`src/rtl/fp_pkg.sv`:
```
// Shared types and constants for the floating-point datapath.
// Widths are supplied by the instantiating module; the helpers derive its constants.
package fp_pkg;

    typedef enum logic [1:0] {
        ZERO,
        NORM,
        INF,
        NAN
    } fp_class_e;

    // Default-width {s, e, m} layout; modules declare the same shape locally from E_W/M_W.
    typedef struct packed {
        logic       s;
        logic [7:0] e;
        logic [6:0] m;
    } fp_bf16_t;

    function automatic longint unsigned fp_bias(input int unsigned e_w);
        return (64'(1) << (e_w - 1)) - 64'(1);
    endfunction

    function automatic longint unsigned fp_all_ones(input int unsigned w);
        return (64'(1) << w) - 64'(1);
    endfunction

    function automatic longint unsigned fp_qnan_mant(input int unsigned m_w);
        return 64'(1) << (m_w - 1);
    endfunction

    // Subnormals are classed as ZERO (flush-to-zero on input).
    function automatic fp_class_e fp_classify(input logic e_zero, input logic e_ones,
                                              input logic m_nz);
        if (e_zero)
            return ZERO;
        else if (e_ones)
            return m_nz ? NAN : INF;
        else
            return NORM;
    endfunction

endpackage

```
`src/rtl/fp_lzc.sv`:
```
// Parametrised leading-zero counter; an all-zero input yields W.
module fp_lzc #(
    parameter int unsigned W  = 12,
    parameter int unsigned CW = $clog2(W + 1)
) (
    input  logic [W-1:0]  din,
    output logic [CW-1:0] cnt
);

    // Scan upward so the highest set bit determines the count.
    always_comb begin
        cnt = CW'(W);
        for (int unsigned i = 0; i < W; i++) begin
            if (din[i])
                cnt = CW'(W - 1 - i);
        end
    end

endmodule

```
`src/rtl/fp_add_pipe.sv`:
```
// Three-stage pipelined floating-point adder (align, add, normalise/round), FTZ.
// Define FP_ADD_RNE_EN for round-to-nearest-even; otherwise results truncate.
module fp_add_pipe
    import fp_pkg::*;
#(
    parameter int unsigned E_W = 8,
    parameter int unsigned M_W = 7
) (
    input  logic           clk,
    input  logic           nreset,
    input  logic           valid_i,
    output logic           ready_o,
    input  logic           sa_i,
    input  logic [E_W-1:0] ea_i,
    input  logic [M_W-1:0] ma_i,
    input  logic           sb_i,
    input  logic [E_W-1:0] eb_i,
    input  logic [M_W-1:0] mb_i,
    output logic           valid_o,
    input  logic           ready_i,
    output logic           s_o,
    output logic [E_W-1:0] e_o,
    output logic [M_W-1:0] m_o,
    output logic [2:0]     flags_o
);

    localparam int unsigned MW4 = M_W + 4;
    localparam int unsigned SW  = M_W + 5;
    localparam int unsigned LW  = $clog2(SW + 1);
    localparam logic [E_W-1:0] E_ONES = E_W'(fp_all_ones(E_W));
    localparam logic [M_W-1:0] QNAN_M = M_W'(fp_qnan_mant(M_W));
    localparam logic [E_W-1:0] FAR    = E_W'(M_W + 3);

    typedef struct packed {
        logic           s;
        logic [E_W-1:0] e;
        logic [M_W-1:0] m;
    } fp_t;

    typedef struct packed {
        logic           s_big;
        logic           sub;
        logic [E_W-1:0] e_big;
        logic [MW4-1:0] mag_big;
        logic [MW4-1:0] mag_sm;
        logic           nan;
        logic           inf;
        logic           inf_s;
        logic           zsign;
    } s1_t;

    typedef struct packed {
        logic           s;
        logic [E_W-1:0] e;
        logic [SW-1:0]  sum;
        logic           nan;
        logic           inf;
        logic           inf_s;
        logic           zsign;
    } s2_t;

    logic init_done, v1, v2, v3;
    logic adv1, adv2, adv3;
    s1_t  s1_q, s1_d;
    s2_t  s2_q, s2_d;

    // Handshake: ready_o is additionally held low until the first edge after reset.
    assign adv3    = !v3 | ready_i;
    assign adv2    = !v2 | adv3;
    assign adv1    = !v1 | adv2;
    assign ready_o = init_done & adv1;
    assign valid_o = v3;

    // ---------------- Stage 1: classify, swap, align ----------------
    fp_t            op_a, op_b, big, sm;
    fp_class_e      cls_a, cls_b;
    logic [E_W+M_W-1:0] key_a, key_b;
    logic           big_z, sm_z;
    logic [MW4-1:0] ext_sm, al;
    logic [E_W-1:0] diff;
    logic [2*MW4-1:0] wide;

    always_comb begin
        op_a  = {sa_i, ea_i, ma_i};
        op_b  = {sb_i, eb_i, mb_i};
        cls_a = fp_classify(ea_i == '0, ea_i == E_ONES, ma_i != '0);
        cls_b = fp_classify(eb_i == '0, eb_i == E_ONES, mb_i != '0);
        key_a = (cls_a == ZERO) ? '0 : {ea_i, ma_i};
        key_b = (cls_b == ZERO) ? '0 : {eb_i, mb_i};
        if (key_a >= key_b) begin
            big   = op_a;
            sm    = op_b;
            big_z = (cls_a == ZERO);
            sm_z  = (cls_b == ZERO);
        end else begin
            big   = op_b;
            sm    = op_a;
            big_z = (cls_b == ZERO);
            sm_z  = (cls_a == ZERO);
        end
        ext_sm = sm_z ? '0 : {1'b1, sm.m, 3'b000};
        diff   = big.e - sm.e;
        wide   = {ext_sm, {MW4{1'b0}}} >> diff;
        // Bits shifted past the guard/round positions collapse into the sticky LSB.
        if (diff >= FAR)
            al = {{(MW4-1){1'b0}}, |ext_sm};
        else
            al = wide[2*MW4-1:MW4] | {{(MW4-1){1'b0}}, |wide[MW4-1:0]};

        s1_d.s_big   = big.s;
        s1_d.sub     = big.s ^ sm.s;
        s1_d.e_big   = big.e;
        s1_d.mag_big = big_z ? '0 : {1'b1, big.m, 3'b000};
        s1_d.mag_sm  = al;
        s1_d.nan     = (cls_a == NAN) | (cls_b == NAN) |
                       ((cls_a == INF) & (cls_b == INF) & (sa_i != sb_i));
        s1_d.inf     = (cls_a == INF) | (cls_b == INF);
        s1_d.inf_s   = (cls_a == INF) ? sa_i : sb_i;
        s1_d.zsign   = sa_i & sb_i;
    end

    // ---------------- Stage 2: magnitude add/subtract ----------------
    always_comb begin
        s2_d.s     = s1_q.s_big;
        s2_d.e     = s1_q.e_big;
        s2_d.sum   = s1_q.sub ? ({1'b0, s1_q.mag_big} - {1'b0, s1_q.mag_sm})
                              : ({1'b0, s1_q.mag_big} + {1'b0, s1_q.mag_sm});
        s2_d.nan   = s1_q.nan;
        s2_d.inf   = s1_q.inf;
        s2_d.inf_s = s1_q.inf_s;
        s2_d.zsign = s1_q.zsign;
    end

    // ---------------- Stage 3: normalise, round, specials ----------------
    logic [LW-1:0]  lz;
    logic [SW-1:0]  norm;
    logic [E_W+1:0] e_norm, e_rnd;
    logic [M_W-1:0] mant;
    logic [M_W:0]   rnd;
    logic           g, r, st, inex, uflow, oflow;
    logic           res_s;
    logic [E_W-1:0] res_e;
    logic [M_W-1:0] res_m;
    logic [2:0]     res_f;

    fp_lzc #(.W(SW)) u_lzc (
        .din(s2_q.sum),
        .cnt(lz)
    );

    always_comb begin
        norm   = s2_q.sum << lz;
        e_norm = {2'b00, s2_q.e} + (E_W+2)'(1) - (E_W+2)'(lz);
        mant   = norm[SW-2:4];
        g      = norm[3];
        r      = norm[2];
        st     = |norm[1:0];
        inex   = g | r | st;
`ifdef FP_ADD_RNE_EN
        rnd    = {1'b0, mant} + (M_W+1)'(g & (r | st | mant[0]));
`else
        rnd    = {1'b0, mant};
`endif
        e_rnd  = e_norm + (E_W+2)'(rnd[M_W]);
        uflow  = e_norm[E_W+1] | (e_norm == '0);
        oflow  = e_rnd >= {2'b00, E_ONES};

        res_s = s2_q.s;
        res_e = e_rnd[E_W-1:0];
        res_m = rnd[M_W-1:0];
        res_f = {2'b00, inex};
        // A clear hidden bit after normalisation means the sum was exactly zero.
        if (s2_q.nan) begin
            res_s = 1'b0;
            res_e = E_ONES;
            res_m = QNAN_M;
            res_f = 3'b010;
        end else if (s2_q.inf) begin
            res_s = s2_q.inf_s;
            res_e = E_ONES;
            res_m = '0;
            res_f = 3'b000;
        end else if (!norm[SW-1]) begin
            res_s = s2_q.zsign;
            res_e = '0;
            res_m = '0;
            res_f = 3'b000;
        end else if (uflow) begin
            res_e = '0;
            res_m = '0;
            res_f = 3'b001;
        end else if (oflow) begin
            res_e = E_ONES;
            res_m = '0;
            res_f = 3'b101;
        end
    end

    // ---------------- Pipeline registers ----------------
    always_ff @(posedge clk or negedge nreset) begin
        if (!nreset) begin
            init_done <= 1'b0;
            v1        <= 1'b0;
            v2        <= 1'b0;
            v3        <= 1'b0;
            s1_q      <= '0;
            s2_q      <= '0;
            s_o       <= 1'b0;
            e_o       <= '0;
            m_o       <= '0;
            flags_o   <= '0;
        end else begin
            init_done <= 1'b1;
            if (ready_o)
                v1 <= valid_i;
            if (adv2)
                v2 <= v1;
            if (adv3)
                v3 <= v2;
            if (ready_o && valid_i)
                s1_q <= s1_d;
            if (adv2 && v1)
                s2_q <= s2_d;
            if (adv3 && v2) begin
                s_o     <= res_s;
                e_o     <= res_e;
                m_o     <= res_m;
                flags_o <= res_f;
            end
        end
    end

endmodule

```
`config.mk`:
```
export PLATFORM = sky130hd
export DESIGN_NAME = fp_add_pipe
export DESIGN_NICKNAME = d
export VERILOG_FILES = /design/src/rtl/fp_pkg.sv /design/src/rtl/fp_lzc.sv /design/src/rtl/fp_add_pipe.sv
export SDC_FILE = /design/constraint.sdc
export NUM_CORES = 1
export LEC_CHECK = 0
export ABC_AREA = 1
export ABC_CLOCK_PERIOD_IN_PS = 3660
export CAP_MARGIN = 20
export CORE_UTILIZATION = 54
export DETAILED_ROUTE_END_ITERATION = 6
export GPL_ROUTABILITY_DRIVEN = 0
export PLACE_DENSITY_LB_ADDON = 0.3
export SLEW_MARGIN = 10
export SYNTH_ARGS = -nofsm -noshare
export SYNTH_HDL_FRONTEND = slang
export SYNTH_HIERARCHICAL = 1
export SYNTH_SLANG_ARGS = --single-unit
```
`constraint.sdc`:
```
create_clock -name clk -period 3.66 [get_ports clk]
set_input_delay 0.549 -clock clk [delete_from_list [all_inputs] [get_ports clk]]
set_output_delay 0.549 -clock clk [all_outputs]
set_load 0.01 [all_outputs]
```
==> results of run 1 <==
## worst max path at each step
| stage | slack (ns) | startpoint | depth (start not counted) | to |
|---|---|---|---|---|
| after floorplan | 0.008 | ea_i[2] | 29 | s1_q[4] |
| after global placement | -0.64 | ea_i[2] | 30 | s1_q[4] |
| after detailed placement | -0.72 | ea_i[2] | 31 | s1_q[4] |
| after CTS | 0.005 | ea_i[5] | 29 | s1_q[9] |
| after global routing | -0.44 | eb_i[2] | 30 | s1_q[4] |
| final | -0.25 | eb_i[2] | 30 | s1_q[4] |
## state kept, by name (all words and copies together) (netlist names)
signal	flops
s1_q	33
s_o	1
e_o	8
valid_o	1
v1	1
flags_o	3
v2	1
init_done	1
s2_q	25
m_o	7
## report_power, final
group / internal, uW / switching, uW / leakage, uW
Combinational: 1890 / 2490 / 0.00346
Clock: 601 / 363 / 0.000157
Sequential: 1150 / 186 / 0.00100
## worst max-delay path: cells and delay by family
| kind | cells | cell delay (ns) |
|---|---|---|
| buffers and inverters | 5 | 0.72 |
| AO/OA/AOI/OAI | 1 | 0.14 |
| adder cells (fa/ha/maj) | 1 | 0.25 |
| AND/OR/NAND/NOR | 23 | 2.42 |
## kinds of logic (layout without fill, tap and decap cells)
kind of cell	Yosys count	count (layout)
fa+ha+maj	39	39
simple gates	435	437
xor+xnor	25	25
buf+inv	189	367
other cells	1	1
mux	3	3
compound gates	202	202
flops	81	81
## cells in the mapped netlist, types with 7 or more instances
| master | n | area share |
|---|---|---|
| a21oi_1 | 38 | 0.029 |
| nor2_1 | 96 | 0.055 |
| o21ai_0 | 113 | 0.087 |
| o211ai_1 | 10 | 0.012 |
| clkbuf_1 | 29 | 0.017 |
| nand2_1 | 240 | 0.14 |
| nand4_1 | 21 | 0.020 |
| ha_1 | 38 | 0.073 |
| inv_1 | 145 | 0.083 |
| nand3_1 | 39 | 0.030 |
| dfrtp_1 | 81 | 0.31 |
| xor2_1 | 20 | 0.027 |
| inv_2 | 7 | 0.0040 |
## through the flow
| stage | worst slack, ns | util | cells |
|---|---|---|---|
| floorplan | 0.00805 | - | 975 |
| global placement | -0.640 | 0.681 | 1244 |
| detailed placement | -0.717 | 0.681 | 1244 |
| CTS | 0.00492 | 0.743 | 1287 |
| global route | -0.435 | 0.796 | 1298 |
| finish | -0.247 | 0.796 | 1298 |
## per-layer routing
metal	share of wire	up-vias	track usage
met2	0.50	435	0.534
met3	0.064	131	0.0463
met1	0.37	3482	0.340
li1	-	3518	-
met4	0.061	0	0.137
met5	0	-	0
## timing repair
item | in CTS | in global routing
hold buffers | 0 | 0
resized for setup | 83 | 150
buffers inserted | 25 | 11
endpoints found under the hold margin | 0 | 0
endpoints found under the setup margin | 28 | 28
cloned | 3 | 1
pin swaps | 58 | 83
## area by class of cell
cell class,instances,area (sq um),area share
Multi-Input combinational cell,707,4460,0.482
Sequential cell,81,2030,0.219
Tap cell,143,179,0.0194
Timing Repair Buffer,194,1660,0.179
Clock inverter,6,91.3,0.00988
Clock buffer,10,229,0.0248
Inverter,157,601,0.0650
==> run_results.csv, run 1 <==
group,metric,value,unit
sta,max_slew_margin,0.397,
layout,layout_common_cells,"205 x nand2_1, 132 x inv_1, 129 x buf_4, 92 x o21ai_0, 80 x dfrtp_1",
synth,yosysSeqAreaShare,0.311,
synth,synth-simple-area-share,0.285,
power_and_ir_drop,power,6670,uW
route,wl_per_cell,16.5,um
critical_path,max_stage_delay,0.25,ns
critical_path,timing.rr.start,"s2_q[5]",
global_route,grt_pass1_vias,6733,
critical_path,crit_slowest_cell,"ha_1",
cts,cts_buffers,9,
sta,hold_violations,0,
critical_path,path_class,"input port to flop",
critical_path,r2r_slack,-0.11,ns
cts,clk_transition_reported_paths,0.06,ns
route,drcViolationCount,7,
global_route,grt_use_total,0.295,
cts,root_buffer,"clkbuf_16",
synth,synth-edff-count,0,
sta,worstMarginPinSlew,0.895,ns
power_and_ir_drop,peakVddDrop,0.374,mV
die,num_rows,39,
route,drtIter0Drc,672,
die,die_y,112,um
critical_path,r2r_cells,23,
synth,syn-instance-count,975,
die,fp.coreArea,0.0116,sq mm
synth,yosys_warnings,6,
layout,antenna_cells,0,
synth,synth_seq_cells,81,
outcome,violations,"DRC, setup timing",
route,first_pass_iters,7,
layout,fin_nets,1225,
place,hpwlAfterDp,12.4,mm
place,placed_area,0.00791,sq mm
run,drv_cap,0,
global_route,grt_antenna_before_repair,0,
synth,ys.flop_type,"dfrtp_1",
synth,synth_compound_area_frac,0.175,
power_and_ir_drop,powerDensity,722,mW/mm^2
critical_path,cpMostUsedCell,"nand2_1",
cts,cts_tree,"done",
place,portBuffers,56,
outcome,status,"complete, but fails checks",
sta,fmaxAchievable,0.256,GHz
hold_path,worstHoldPathType,"input port to async pin",
sta,min_period,3.91,ns
synth,synth_nets,1050,
global_route,grt_overflow,0,
sta,grt_setup_unrepaired,"true",
layout,syn_to_final_growth,41.7,%
critical_path,cp-start-kind,"input port",
route,postRouteAntennaNets,0,
sta,fin_hold_ws,0.0752,ns
synth,synth_xor_area_frac,0.0376,
die,die_w,112,um
cts,cts_num_sinks,81,
synth,synth_top_family_by_area,"simple AND/OR/NAND/NOR gates",
cts,cts.path.max_buffers,2,
layout,drive_above_1_share,0.289,
synth,syn_area,0.00653,sq mm
synth,synthMuxAreaShare,0.00460,
layout,n_fill_cell,756,
sta,finalCritPeriodShare,1.07,
cts,htree_levels,3,
layout,final_area,0.00925,sq mm
cts,clk-insertion-delay-late,0.34,ns
sta,finalClockSkew,0.00518,ns
layout,final_common_cell,"nand2_1",
sta,finalSetupViolCount,26,
die,initial_core_util,0.562,
sta,setup_tns,-1.92,ns
sta,final.setup.worst_slack,-0.247,ns
die,top_level_ports,57,
power_and_ir_drop,leakagePower,0.00462,uW
synth,syn_avg_cell_area,6.69,sq um
critical_path,arrival,4.13,ns
synth,synthAdderAreaFrac,0.0759,
global_route,grt_pass1_wl,29.9,mm
synth,async_flop_share,1.00,
critical_path,r2r-end,"m_o[0]",
critical_path,crit_path_end_kind,"flop",
route,vias,7566,
global_route,grt_max_degree,82,
synth,synth.distinct_cells,53,
die,die_area,0.0125,sq mm
route,vias_per_cell,5.83,
sta,slew_violations,0,
critical_path,cp.required,3.88,ns
route,wirelength,21.4,mm
critical_path,worst-path-max-fanout,7,
Note: power is estimated with default switching activity, not from simulation.
==> inputs of run 2 (changes only) <==
- CAP_MARGIN: 20 -> unset
==> run 2 against run 1 <==
  * The flow still finishes with violations (DRC, setup timing)
  * Cell area down 0.37%
  * Clock power about the same
  * Critical endpoint unchanged
  * Power down 0.56%
  * Cell count about the same
  * Largest power group unchanged
  * Clock-buffer cell count unchanged
  * Clock skew up 0.0014 ns
  * Register-to-register slack better by 0.05 ns
==> run_results.csv, run 2 (synthesized netlist as in run 1, its figures left out) <==
group,metric,value,unit
cts,htree_levels,3,
sta,finalClockSkew,0.00657,ns
layout,drive_above_1_share,0.289,
route,vias,7488,
layout,final_util,0.793,
critical_path,r2r_slack,-0.06,ns
critical_path,crit_path_end_kind,"flop",
cts,clk-insertion-delay-late,0.34,ns
global_route,grt_antenna_before_repair,0,
power_and_ir_drop,seqPwrFrac,0.201,
route,wirelength,21.1,mm
layout,largest_reg_flops,33,
critical_path,max_stage_delay,0.29,ns
critical_path,cpMostUsedCell,"nand2_1",
power_and_ir_drop,p_sw_frac,0.457,
sta,fmaxAchievable,0.262,GHz
place,hpwlAfterDp,12.4,mm
sta,finalSetupViolCount,18,
sta,min_period,3.82,ns
sta,slew_violations,0,
global_route,grt_overflow,0,
route,wl_per_cell,16.3,um
critical_path,r2r_cells,24,
critical_path,arrival,4.09,ns
power_and_ir_drop,power.switching,3030,uW
run,drv_cap,0,
critical_path,crit_buf_inv,4,
die,top_level_ports,57,
critical_path,cp-start-kind,"input port",
layout,layout_common_cells,"205 x nand2_1, 131 x inv_1, 128 x buf_4, 90 x o21ai_0, 81 x dfrtp_1",
sta,finalCritPeriodShare,1.04,
global_route,grt_max_degree,82,
outcome,status,"complete, but fails checks",
critical_path,r2r-end,"e_o[1]",
critical_path,worst-path-max-fanout,7,
route,postRouteAntennaNets,0,
power_and_ir_drop,peakVddDrop,0.370,mV
critical_path,timing.rr.start,"s2_q[5]",
layout,top_regs,"s1_q: 33 flops, s2_q: 25 flops, e_o: 8 flops",
power_and_ir_drop,powerDensity,720,mW/mm^2
die,die_w,112,um
critical_path,crit_slowest_cell,"ha_1",
die,num_rows,39,
layout,final_area,0.00921,sq mm
sta,final.setup.worst_slack,-0.160,ns
sta,worstMarginPinSlew,0.987,ns
route,dr.max_layer_used,"met4",
critical_path,cpLargestDelayFamily,"simple AND/OR/NAND/NOR gates",
power_and_ir_drop,pwr-share-comb,0.654,
layout,top_register,"s1_q",
critical_path,cp.required,3.93,ns
cts,cts.path.max_buffers,2,
global_route,grt_pass1_vias,6733,
route,drtIter0Drc,740,
cts,clk_transition_reported_paths,0.06,ns
place,placed_area,0.00791,sq mm
cts,cts_hold_buf,0,
global_route,grt_pass1_wl,29.9,mm
layout,final_common_cell,"nand2_1",
route,vias_per_cell,5.77,
sta,max_slew_margin,0.342,
layout,antenna_cells,0,
sta,hold_violations,0,
power_and_ir_drop,p_int,3600,uW
outcome,violations,"DRC, setup timing",
layout,syn_to_final_growth,41.1,%
layout,fin_nets,1224,
route,m1WireLength,7.92,mm
cts,cts_tree,"done",
route,wl_met3,1.36,mm
die,die_y,112,um
hold_path,worstHoldPathType,"input port to async pin",
die,initial_core_util,0.562,
route,first_pass_iters,7,
die,die_area,0.0125,sq mm
sta,grt_setup_unrepaired,"true",
route,dr_wl_met2,10.8,mm
power_and_ir_drop,p_clk_frac,0.145,
global_route,grt_use_total,0.295,
power_and_ir_drop,leakagePower,0.00460,uW
cts,cts_buffers,9,
cts,cts_num_sinks,81,
route,drcViolationCount,7,
cts,root_buffer,"clkbuf_16",
place,portBuffers,56,
critical_path,path_class,"input port to flop",
die,fp.coreArea,0.0116,sq mm
-- run 2: changes by cell type in the layout (fill, tap and decap cells not counted), sizes merged --
cell  before  now
buf      142  141
-- run 2: timing repair --
action | in CTS | in global routing
resized for setup | 83 | 156
cloned | 3 | 1
pin swaps | 58 | 86
buffers inserted | 25 | 11
setup endpoints to repair | 28 | 28
-- run 2: routing by layer --
metal  up-vias  global-route usage
met2       407               0.534
li1       3505                   -
met1      3462               0.340
met3       114              0.0463
met4         0               0.137
met5         -                   0
-- run 2: cell type report --
type / instances / area, sq um
clock buffer: 10 / 229
clock inverter: 6 / 91.3
fill: 742 / 2400
inverter: 157 / 601
multi-input combinational: 707 / 4450
sequential: 81 / 2030
tap: 143 / 179
timing repair buffer: 193 / 1630
-- run 2: through the flow --
| stage | setup TNS, ns | total power [uW] | instances | hold WS, ns | setup WS, ns |
|---|---|---|---|---|---|
| finish | -1.25 | 6630 | 1297 | 0.375 | -0.160 |
| global route | -4.97 | 7080 | 1297 | 0.471 | -0.329 |
| CTS | 0 | 5710 | 1287 | 0.421 | 0.00492 |
| detailed placement | -10.03 | 4480 | 1244 | 0.469 | -0.717 |
| global placement | -6.92 | 4390 | 1244 | 0.460 | -0.640 |
| floorplan | 0 | 3410 | 975 | 0.253 | 0.00805 |
-- run 2: worst max path at each step --
stage                     slack, ns  cells after the start  endpoint    start
after floorplan               0.008                     29   s1_q[4]  ea_i[2]
after global placement        -0.64                     30   s1_q[4]  ea_i[2]
after detailed placement      -0.72                     31   s1_q[4]  ea_i[2]
after CTS                     0.005                     29   s1_q[9]  ea_i[5]
after global routing          -0.33                     30   s1_q[4]  ea_i[3]
final                         -0.16                     29   s1_q[4]  ea_i[3]
-- run 2: power groups by stage --
stage	Combinational, uW	Clock (uW)	Sequential, uW
after global routing	4720	1000	1360
after global placement	3090	0	1300
after detailed placement	3160	0	1320
after CTS	3440	967	1310
final	4340	960	1330
after floorplan	2070	0	1330
